==> src/rtl/ins_stream_encoder_pkg.sv <==
// ins_stream_encoder_pkg
//   Shared constants for the ThreadKraken instruction encoder/decoder pair.
//   Contents:
//     OP_*    4-bit opcode classes (instruction bits [4:1])
//     BR_*    legal BRANCH funct codes
//     TRD_*   legal MULTI (thread control) funct codes
//     EXC_*   legal EXC funct codes
//     enc_state_e   encoder control state
//     enc_result_t  encode result: legality flag + 32-bit word
package ins_stream_encoder_pkg;

    localparam logic [3:0] OP_CAL    = 4'd0;
    localparam logic [3:0] OP_CALI   = 4'd1;
    localparam logic [3:0] OP_SHIFT  = 4'd2;
    localparam logic [3:0] OP_LOADI  = 4'd3;
    localparam logic [3:0] OP_MEMOP  = 4'd4;
    localparam logic [3:0] OP_BRANCH = 4'd5;
    localparam logic [3:0] OP_EXC    = 4'd6;
    localparam logic [3:0] OP_MULTI  = 4'd7;

    localparam logic [2:0] BR_BEQ  = 3'b000;
    localparam logic [2:0] BR_BNE  = 3'b001;
    localparam logic [2:0] BR_BLT  = 3'b010;
    localparam logic [2:0] BR_BGE  = 3'b011;
    localparam logic [2:0] BR_JAL  = 3'b111;

    localparam logic [2:0] TRD_INIT  = 3'b111;
    localparam logic [2:0] TRD_SLEEP = 3'b101;
    localparam logic [2:0] TRD_WAKE  = 3'b010;
    localparam logic [2:0] TRD_KILL  = 3'b000;

    localparam logic [2:0] EXC_JMP = 3'b001;
    localparam logic [2:0] EXC_RET = 3'b010;

    typedef enum logic [1:0] {
        ST_IDLE  = 2'd0,
        ST_RUN   = 2'd1,
        ST_DRAIN = 2'd2,
        ST_DONE  = 2'd3
    } enc_state_e;

    typedef struct packed {
        logic        ok;
        logic [31:0] word;
    } enc_result_t;

endpackage

==> src/rtl/ins_stream_encoder_fifo.sv <==
// ins_fifo
//   Small synchronous show-ahead FIFO holding encoded instruction words.
//   full/empty are registered, so a pop does not free a slot for a push
//   until the following cycle.
//   Ports:
//     clk, rst_n        clock, asynchronous active-low reset
//     push, din         write request / data (ignored when full)
//     pop               read request (ignored when empty)
//     dout              head word, forced to 0 while empty
//     full, empty       registered status
module ins_fifo #(
    parameter int WIDTH = 32,
    parameter int DEPTH = 4
) (
    input  logic             clk,
    input  logic             rst_n,
    input  logic             push,
    input  logic [WIDTH-1:0] din,
    input  logic             pop,
    output logic [WIDTH-1:0] dout,
    output logic             full,
    output logic             empty
);

    localparam int PW = $clog2(DEPTH);

    logic [WIDTH-1:0] mem [DEPTH];
    logic [PW-1:0]    wr_ptr_reg;
    logic [PW-1:0]    rd_ptr_reg;
    logic [PW:0]      count_reg;
    logic [PW:0]      count_next;
    logic             full_reg;
    logic             empty_reg;
    logic             push_ok;
    logic             pop_ok;

    assign push_ok = push & ~full_reg;
    assign pop_ok  = pop & ~empty_reg;

    always_comb begin
        count_next = count_reg;
        case ({push_ok, pop_ok})
            2'b10:   count_next = count_reg + (PW+1)'(1);
            2'b01:   count_next = count_reg - (PW+1)'(1);
            default: count_next = count_reg;
        endcase
    end

    // Storage has no reset: contents are only visible while non-empty.
    always_ff @(posedge clk) begin
        if (push_ok) begin
            mem[wr_ptr_reg] <= din;
        end
    end

    always_ff @(posedge clk or negedge rst_n) begin
        if (!rst_n) begin
            wr_ptr_reg <= '0;
            rd_ptr_reg <= '0;
            count_reg  <= '0;
            full_reg   <= 1'b0;
            empty_reg  <= 1'b1;
        end else begin
            if (push_ok) begin
                wr_ptr_reg <= wr_ptr_reg + PW'(1);
            end
            if (pop_ok) begin
                rd_ptr_reg <= rd_ptr_reg + PW'(1);
            end
            count_reg <= count_next;
            full_reg  <= (count_next == (PW+1)'(DEPTH));
            empty_reg <= (count_next == '0);
        end
    end

    assign dout  = empty_reg ? '0 : mem[rd_ptr_reg];
    assign full  = full_reg;
    assign empty = empty_reg;

endmodule

==> src/rtl/ins_stream_encoder.sv <==
// ins_stream_encoder
//   Packs field-level instruction requests into 32-bit ThreadKraken words
//   and streams them into instruction memory at sequential addresses,
//   starting at base_addr. Requests the decoder would flag invalid are
//   dropped and reported with a one-cycle enc_err pulse.
//   Ports:
//     clk, rst_n                  clock, asynchronous active-low reset
//     start, base_addr            begin a program at base_addr (IDLE only)
//     req_valid/req_ready         request handshake
//     req_last                    final request of the program
//     req_op/funct/rd/ra/rb/imm   instruction fields
//     req_mem_rd                  MEMOP load (1) / store (0)
//     req_use_ra                  request uses ra (enables ra/imm overlap check)
//     imem_wr_valid/ready         imem write handshake
//     imem_wr_addr/data           imem write address / encoded word
//     busy                        not IDLE
//     done                        one-cycle pulse after the program finished
//     enc_err                     one-cycle pulse: request rejected
//     addr_ovf                    sticky address wrap flag, cleared by start
module ins_stream_encoder
    import ins_stream_encoder_pkg::*;
#(
    parameter int AW    = 10,
    parameter int DEPTH = 4
) (
    input  logic          clk,
    input  logic          rst_n,
    input  logic          start,
    input  logic [AW-1:0] base_addr,
    input  logic          req_valid,
    output logic          req_ready,
    input  logic          req_last,
    input  logic [3:0]    req_op,
    input  logic [2:0]    req_funct,
    input  logic [4:0]    req_rd,
    input  logic [4:0]    req_ra,
    input  logic [4:0]    req_rb,
    input  logic [15:0]   req_imm,
    input  logic          req_mem_rd,
    input  logic          req_use_ra,
    output logic          imem_wr_valid,
    input  logic          imem_wr_ready,
    output logic [AW-1:0] imem_wr_addr,
    output logic [31:0]   imem_wr_data,
    output logic          busy,
    output logic          done,
    output logic          enc_err,
    output logic          addr_ovf
);

    // Field packing plus the legality rules the decoder enforces.
    function automatic enc_result_t encode(
        input logic [3:0]  op,
        input logic [2:0]  funct,
        input logic [4:0]  rd,
        input logic [4:0]  ra,
        input logic [4:0]  rb,
        input logic [15:0] imm,
        input logic        mem_rd,
        input logic        use_ra
    );
        enc_result_t res;
        res.ok        = 1'b1;
        res.word      = '0;
        res.word[4:1] = op;
        res.word[7:5] = funct;
        case (op)
            OP_CAL, OP_SHIFT: begin
                res.word[31:27] = rd;
                res.word[26:22] = ra;
                res.word[21:17] = rb;
            end
            OP_CALI, OP_LOADI, OP_MEMOP, OP_BRANCH: begin
                res.word[31:27] = rd;
                res.word[26]    = ra[4];
                res.word[25:10] = imm;
                if (op == OP_MEMOP) begin
                    res.word[8] = mem_rd;
                end
                // ra[3:0] is not stored separately: the decoder reads it
                // from imm[15:12], so the two must agree when ra is used.
                if (use_ra && (ra[3:0] != imm[15:12])) begin
                    res.ok = 1'b0;
                end
                if ((op == OP_BRANCH) &&
                    !(funct inside {BR_BEQ, BR_BNE, BR_BLT, BR_BGE, BR_JAL})) begin
                    res.ok = 1'b0;
                end
            end
            OP_EXC: begin
                if (!(funct inside {EXC_JMP, EXC_RET})) begin
                    res.ok = 1'b0;
                end
            end
            OP_MULTI: begin
                res.word[31:27] = rd;
                res.word[26:22] = ra;
                if (!(funct inside {TRD_INIT, TRD_SLEEP, TRD_WAKE, TRD_KILL})) begin
                    res.ok = 1'b0;
                end
            end
            default: begin
                res.ok = 1'b0;
            end
        endcase
        return res;
    endfunction

    enc_state_e    state_reg;
    enc_state_e    state_next;
    logic [AW-1:0] addr_reg;
    logic          addr_ovf_reg;
    logic          enc_err_reg;
    enc_result_t   enc;
    logic          accept;
    logic          push;
    logic          pop;
    logic          fifo_full;
    logic          fifo_empty;
    logic [31:0]   fifo_dout;

    assign enc    = encode(req_op, req_funct, req_rd, req_ra, req_rb,
                           req_imm, req_mem_rd, req_use_ra);
    assign accept = req_valid & req_ready;
    assign push   = accept & enc.ok;
    assign pop    = imem_wr_valid & imem_wr_ready;

    ins_fifo #(
        .WIDTH (32),
        .DEPTH (DEPTH)
    ) u_fifo (
        .clk   (clk),
        .rst_n (rst_n),
        .push  (push),
        .din   (enc.word),
        .pop   (pop),
        .dout  (fifo_dout),
        .full  (fifo_full),
        .empty (fifo_empty)
    );

    always_ff @(posedge clk or negedge rst_n) begin
        if (!rst_n) begin
            state_reg <= ST_IDLE;
        end else begin
            state_reg <= state_next;
        end
    end

    // DRAIN leaves once the queue has emptied; a program whose requests
    // were all rejected therefore finishes without any write.
    always_comb begin
        state_next = state_reg;
        case (state_reg)
            ST_IDLE:  if (start) state_next = ST_RUN;
            ST_RUN:   if (accept && req_last) state_next = ST_DRAIN;
            ST_DRAIN: if (fifo_empty) state_next = ST_DONE;
            ST_DONE:  state_next = ST_IDLE;
            default:  state_next = ST_IDLE;
        endcase
    end

    always_ff @(posedge clk or negedge rst_n) begin
        if (!rst_n) begin
            addr_reg     <= '0;
            addr_ovf_reg <= 1'b0;
            enc_err_reg  <= 1'b0;
        end else begin
            enc_err_reg <= accept & ~enc.ok;
            if ((state_reg == ST_IDLE) && start) begin
                addr_reg     <= base_addr;
                addr_ovf_reg <= 1'b0;
            end else if (pop) begin
                addr_reg <= addr_reg + AW'(1);
                if (&addr_reg) begin
                    addr_ovf_reg <= 1'b1;
                end
            end
        end
    end

    assign req_ready     = (state_reg == ST_RUN) & ~fifo_full;
    assign imem_wr_valid = ~fifo_empty;
    assign imem_wr_addr  = addr_reg;
    assign imem_wr_data  = fifo_dout;
    assign busy          = (state_reg != ST_IDLE);
    assign done          = (state_reg == ST_DONE);
    assign enc_err       = enc_err_reg;
    assign addr_ovf      = addr_ovf_reg;

endmodule
==> config.mk <==
export PLATFORM = sky130hd
export DESIGN_NAME = ins_stream_encoder
export DESIGN_NICKNAME = d
export VERILOG_FILES = /design/src/rtl/ins_stream_encoder_pkg.sv /design/src/rtl/ins_stream_encoder_fifo.sv /design/src/rtl/ins_stream_encoder.sv
export SDC_FILE = /design/constraint.sdc
export NUM_CORES = 1
export LEC_CHECK = 0
export CORE_MARGIN = 5
export CORE_UTILIZATION = 63
export CTS_BUF_LIST = sky130_fd_sc_hd__clkbuf_4 sky130_fd_sc_hd__clkbuf_8 sky130_fd_sc_hd__clkbuf_16
export DETAILED_ROUTE_END_ITERATION = 16
export DONT_BUFFER_PORTS = 1
export GPL_TIMING_DRIVEN = 0
export PLACE_DENSITY = 0.86
export SKIP_LAST_GASP = 1
export SYNTH_ARGS = -nofsm -noshare
export SYNTH_HDL_FRONTEND = slang
export SYNTH_SLANG_ARGS = --single-unit
==> constraint.sdc <==
create_clock -name clk -period 3.8 [get_ports clk]
set_clock_uncertainty 0.1 [all_clocks]
set_input_delay 0.57 -clock clk [delete_from_list [all_inputs] [get_ports clk]]
set_output_delay 0.57 -clock clk [all_outputs]
set_load 0.005 [all_outputs]
==> results of run 1 <==
-- layer usage --
layer,vias to the layer above,part of all wire
met5,-,0
met3,44,0.10
li1,1519,-
met2,243,0.50
met4,0,0.034
met1,1740,0.36
-- area by class of cell --
class,instances,area [um2]
clock buffers,20,436.7
fillers,563,2630
inverters,17,63.81
clock inverters,11,237.7
well taps,133,166.4
plain buffers,22,105.1
repair buffers,1,10.01
multi-input cells,215,1944
flip-flops and latches,143,4180
-- synthesized netlist by cell type (all sizes together), types with 3 or more instances --
library cell / number / share of area
xor2: 14 / 0.020
mux4: 30 / 0.11
a21oi: 6 / 0.0054
inv: 17 / 0.010
xnor2: 5 / 0.0070
edfxtp: 120 / 0.57
nand2: 17 / 0.010
and2: 48 / 0.048
buf: 12 / 0.011
and3: 3 / 0.0030
a222oi: 5 / 0.0080
ha: 11 / 0.022
o21ai: 14 / 0.011
nor2: 22 / 0.014
nor2b: 4 / 0.0040
dfrtp: 22 / 0.088
mux2i: 9 / 0.014
clkbuf: 10 / 0.0060
nand3: 4 / 0.0032
nand4: 7 / 0.0070
-- final timing paths --
kind,to,slack [ns],cells after the start
worst min register to register,u_fifo.count_reg[2],0.40,1
min in group asynchronous,enc_err,0.56,1
worst min-delay path,u_fifo.mem[0][4],0.04,0
worst max register to register,u_fifo.full,0.89,13
max in group asynchronous,u_fifo.rd_ptr_reg[0],2.44,1
worst max-delay path,imem_wr_data[29],0.80,4
-- cell families (layout without fill, tap and decap cells) --
family                     Yosys count  after routing  share of synthesized area
xor gates and xnor gates            19             19                    0.02648
adders and majority gates           12             12                    0.02508
buffers and inverters               39             71                    0.02688
and+or+nand+nor                    109            109                    0.09377
AOI/OAI and AO/OA                   32             32                    0.03603
muxes                               41             41                     0.1260
DFF                                143            143                     0.6651
other                                1              2                  0.0005967
-- timing repair --
item	CTS	global route
hold buffers	1	0
hold endpoints to repair	23	0
gates resized for setup	0	0
-- metrics by stage --
stage / instance area (um2) / instances / power, mW / utilization
after floorplan: 6289 / 397 / 2.961 / -
after global placement: 6455 / 530 / 3.182 / 0.6604
after detailed placement: 6460 / 530 / 3.241 / 0.6609
after CTS: 7144 / 562 / 5.151 / 0.7309
after global routing: 7144 / 562 / 5.349 / 0.7309
final: 7144 / 562 / 5.113 / 0.7309
-- where the power goes --
part           switching [mW]  internal, mW  leakage, nW
registers               0.133          1.86         1.38
logic                   0.646         0.588        0.832
clock network           0.607          1.28        0.323
-- cell usage in the layout, fill, tap and decap left out, types with 2 or more instances in the layout --
| cell type | Yosys | layout |
|---|---|---|
| nand2_1 | 17 | 17 |
| ha_1 | 11 | 11 |
| nand4_1 | 7 | 7 |
| mux4_2 | 30 | 30 |
| a222oi_1 | 5 | 5 |
| mux2i_1 | 9 | 9 |
| clkbuf_1 | 10 | 10 |
| conb_1 | 1 | 2 |
| nand3_1 | 4 | 4 |
| o21ai_0 | 13 | 13 |
| and3_1 | 3 | 3 |
| a21oi_1 | 5 | 5 |
| xor2_1 | 14 | 14 |
| buf_1 | 3 | 3 |
| dfrtp_1 | 22 | 22 |
| buf_2 | 6 | 6 |
| bufinv_16 | 0 | 7 |
| xnor2_1 | 5 | 5 |
| inv_1 | 17 | 17 |
| edfxtp_1 | 120 | 120 |
| nor2_1 | 21 | 21 |
| a31oi_1 | 2 | 2 |
| and2_1 | 48 | 44 |
| and2_2 | 0 | 4 |
| buf_4 | 2 | 2 |
| clkbuf_4 | 0 | 3 |
| clkinvlp_4 | 0 | 2 |
| clkbuf_16 | 0 | 16 |
| nor2b_1 | 4 | 4 |
-- worst reg2reg max path, stage by stage (launching register included) --
cell	delay (ns)
dfrtp_1	0.41
inv_1	0.11
ha_1	0.17
nor2b_1	0.26
and2_1	0.23
nand4_1	0.18
o31ai_4	0.19
inv_1	0.09
ha_1	0.21
inv_1	0.07
fa_1	0.41
mux2i_1	0.16
or2_2	0.15
nor2b_1	0.05
==> flow_metrics.py, run 1 <==
metrics = {
    "outcome": {
        "status": "finished clean",
    },
    "global_route": {
        "grt_usage": 0.2383,
        "grt_use_met3": 0.08573,
        "grt_pass1_vias": 3680,
        "grt-ovfl-total": 0,
        "grt_pass1_wl_um": 20440,
        "grt_max_degree": 31,
        "antenna_found_initial": 0,
        "grt_use_met1": 0.2933,
        "grt_use_met2": 0.3813,
        "busiest_layer": "met2",
    },
    "critical_path": {
        "start_kind": "flip-flop",
        "crit_required_ns": 3.13,
        "crit_path_top_delay_cell": "mux4_2",
        "path_class": "reg -> out",
        "cp_cell_sequence": "clkbuf_1 > buf_2 > mux4_2 > and2_1",
        "arrival_ns": 2.33,
        "path_max_fanout": 10,
        "critPathCaptureType": "output port",
        "worst-path-buf-inv": 2,
        "critPathMaxStageDelay_ns": 0.57,
        "critPathTopFamily": "buffers and inverters",
        "r2r-start": "state_reg[1]",
        "setup.worst_path.start": "u_fifo.rd_ptr_reg[0]",
    },
    "yosys": {
        "synth_area_per_cell_um2": 15.87,
        "ys_seq_elements": 143,
        "synthCells": 396,
        "synth_edf_count": 120,
        "synth_cell_types": 41,
        "yosysWarnings": 0,
        "syn-cell-area_um2": 6285,
        "async_reset_ff_frac": 0.1608,
        "ys.flop_type": "edfxtp_1",
        "ys_seq_area_frac": 0.6651,
    },
    "min_path": {
        "hold_class": "in -> reg",
        "hold_start": "req_funct[0]",
    },
    "layout": {
        "area_growth_pct": 13.68,
        "layout-drive-gt1-share": 0.1865,
        "insertedDiodeCount": 0,
        "nets": 485,
        "largest_reg_flops": 120,
    },
    "timing": {
        "setup_ws_ns": 0.8019,
        "hold_slack_ns": 0.03572,
        "hold_violations": 0,
        "setup_viol": 0,
        "max_freq_mhz": 333.5,
        "period_needed_ns": 2.998,
        "slew_headroom": 0.3386,
        "worst_slew_pin_slew_ns": 0.9888,
        "setup_tns_ns": 0,
        "period_share": 0.7890,
        "rsz0062_at_grt": "no",
        "drv_slew": 0,
    },
    "clocking": {
        "ctsHtreeMaxLevel": 4,
        "clkTransAtPathRegs_ns": 0.06,
        "insertion_delay_ns": 0.52,
        "root_buffer": "clkbuf_8",
        "cts_tree": "yes",
        "cts_num_sinks": 143,
        "post_cts_buffers": 0,
        "cts_buffers": 17,
        "cts.path.max_buffers": 2,
    },
    "place": {
        "dp_hpwl_um": 7966,
        "gp_routability_congestion": 0.7904,
        "io_buffers": 0,
        "pre_cts_slack_ns": 0.4563,
    },
    "routing": {
        "dr.pass1.iters": 5,
        "routed_wl_um": 13310,
        "num_vias": 3546,
        "drt.antenna.violating_nets": 0,
        "drc": 0,
        "via_per_inst": 6.310,
        "wl_per_cell_um": 23.69,
        "drt_iter0_drc": 427,
    },
    "die": {
        "initial_utilization": 0.6430,
        "core_um2": 9774,
        "rows": 36,
        "die-area_um2": 12070,
        "ioPinCount": 104,
        "die_x_um": 109.9,
        "die_h_um": 109.9,
    },
    "power": {
        "power.leakage_nw": 2.532,
        "vdd_ir_drop_max_v": 0.0004145,
        "power.density_nw_per_um2": 715.7,
    },
    "run": {
        "cap_violations": 0,
    },
}
No activity file was read; power rests on OpenSTA's default activity.
==> inputs of run 2 (changes only) <==
clock period = 2.95 ns   (was 3.8 ns; I/O delays follow)
==> flow_metrics.py, run 2 (synthesized netlist as in run 1, its figures left out) <==
metrics = {
    "clocking": {
        "cts_buffers": 17,
        "cts_tree": "yes",
        "clkTransAtPathRegs_ns": 0.06,
        "ctsHtreeMaxLevel": 4,
        "root_buffer": "clkbuf_8",
        "cts_num_sinks": 143,
        "insertion_delay_ns": 0.53,
        "cts.path.max_buffers": 2,
    },
    "die": {
        "die-area_um2": 12070,
        "die_x_um": 109.9,
        "ioPinCount": 104,
        "rows": 36,
        "initial_utilization": 0.6430,
        "die_h_um": 109.9,
        "core_um2": 9774,
    },
    "min_path": {
        "hold_start": "req_use_ra",
        "hold_class": "in -> reg",
    },
    "timing": {
        "rsz0062_at_grt": "yes",
        "period_needed_ns": 2.850,
        "max_freq_mhz": 350.9,
        "setup_viol": 0,
        "worst_slew_pin_slew_ns": 0.9942,
        "period_share": 0.9660,
        "hold_slack_ns": 0.05110,
        "setup_ws_ns": 0.1004,
        "slew_headroom": 0.3350,
        "setup_tns_ns": 0,
        "hold_violations": 0,
        "drv_slew": 0,
    },
    "layout": {
        "largest_reg_flops": 120,
        "insertedDiodeCount": 0,
        "final_cell_mix": "edfxtp_1 (120), and2_1 (44), mux4_2 (30)",
        "layout.cells.most_common": "edfxtp_1",
        "area_growth_pct": 16.98,
        "layout-drive-gt1-share": 0.1938,
        "fin_area_um2": 7352,
        "utilization": 0.7522,
        "nets": 505,
    },
    "place": {
        "gp_routability_congestion": 0.7904,
        "pre_cts_slack_ns": -0.2662,
        "dp_hpwl_um": 7966,
        "io_buffers": 0,
        "placed_cell_area_um2": 6460,
    },
    "global_route": {
        "grt_pass1_vias": 3812,
        "grt_use_met1": 0.3043,
        "grt_max_degree": 31,
        "grt_use_met2": 0.3934,
        "grt_use_met3": 0.08397,
        "grt-ovfl-total": 0,
        "grt_pass1_wl_um": 21040,
        "busiest_layer": "met2",
        "antenna_found_initial": 0,
        "grt_usage": 0.2460,
    },
    "routing": {
        "drt.antenna.violating_nets": 0,
        "wl_per_cell_um": 23.87,
        "dr.pass1.iters": 5,
        "routed_wl_um": 13890,
        "num_vias": 3679,
        "via_per_inst": 6.321,
        "drt_iter0_drc": 442,
        "drc": 0,
    },
    "critical_path": {
        "path_max_fanout": 10,
        "path_class": "reg -> out",
        "cp_cell_sequence": "clkbuf_1 > clkbuf_4 > mux4_2 > and2_1",
        "crit_path_top_delay_cell": "mux4_2",
        "setup.worst_path.start": "u_fifo.rd_ptr_reg[0]",
        "critPathCaptureType": "output port",
        "r2r-start": "state_reg[1]",
        "critPathMaxStageDelay_ns": 0.55,
        "crit_required_ns": 2.41,
        "start_kind": "flip-flop",
        "arrival_ns": 2.31,
    },
    "outcome": {
        "status": "finished clean",
    },
    "power": {
        "power.leakage_nw": 2.620,
        "vdd_ir_drop_max_v": 0.0005354,
        "pwr-share-comb": 0.251,
        "internal_power_mw": 4.861,
        "power.density_nw_per_um2": 908.6,
        "p_seq_frac": 0.384,
        "netSwitchingPower_mw": 1.820,
        "clkPwrFrac": 0.365,
        "switching_share": 0.2724,
    },
    "run": {
        "cap_violations": 0,
    },
}
==> run 2: power groups by stage <==
stage,Combinational [mW],Sequential (mW),Clock (mW)
finish,1.68,2.57,2.44
global route,1.84,2.59,2.55
CTS,1.65,2.56,2.45
detailed placement,1.58,2.60,0
global placement,1.51,2.58,0
floorplan,1.27,2.55,0
==> run 2: worst paths after layout <==
kind	endpoint	slack (ns)	cells after the start
max	imem_wr_data[29]	0.10	4
min	enc_err	0.05	2
max reg2reg	u_fifo.empty	0.12	15
min reg2reg	u_fifo.count_reg[2]	0.39	1
max in group asynchronous	u_fifo.rd_ptr_reg[0]	1.72	1
min in group asynchronous	enc_err	0.43	1
==> run 2: cell type report <==
class | count | area, um2
Inverter | 17 | 63.81
Buffer | 22 | 112.6
Clock inverter | 11 | 237.7
Timing Repair Buffer | 21 | 202.7
Tap cell | 133 | 166.4
Sequential cell | 143 | 4180
Fill cell | 533 | 2422
Clock buffer | 20 | 436.7
Multi-Input combinational cell | 215 | 1952
==> run 2: worst max-delay path, delay by kind of cell, from the launching register on <==
family	cells	cell delay [ns]
and+or+nand+nor	1	0.20
buffers and inverters	2	0.69
DFF	1	0.33
muxes	1	0.55
==> run 2: repair_timing <==
item / in CTS / in global routing
endpoints found under the hold margin: 61 / 0
resized for setup: 0 / 7
hold buffers: 18 / 0
setup endpoints to repair: 0 / 41
setup buffers: 0 / 3
==> run 2: stage by stage <==
step           std cells  power, mW
6_report             582      6.680
5_1_grt              582      6.978
4_1_cts              579      6.658
3_5_place_dp         530      4.175
3_3_place_gp         530      4.099
2_1_floorplan        397      3.814
==> run 2: layer usage <==
metal	up-vias	part of all wire
met3	45	0.11
met5	-	0
met2	256	0.51
li1	1566	-
met1	1812	0.35
met4	0	0.032
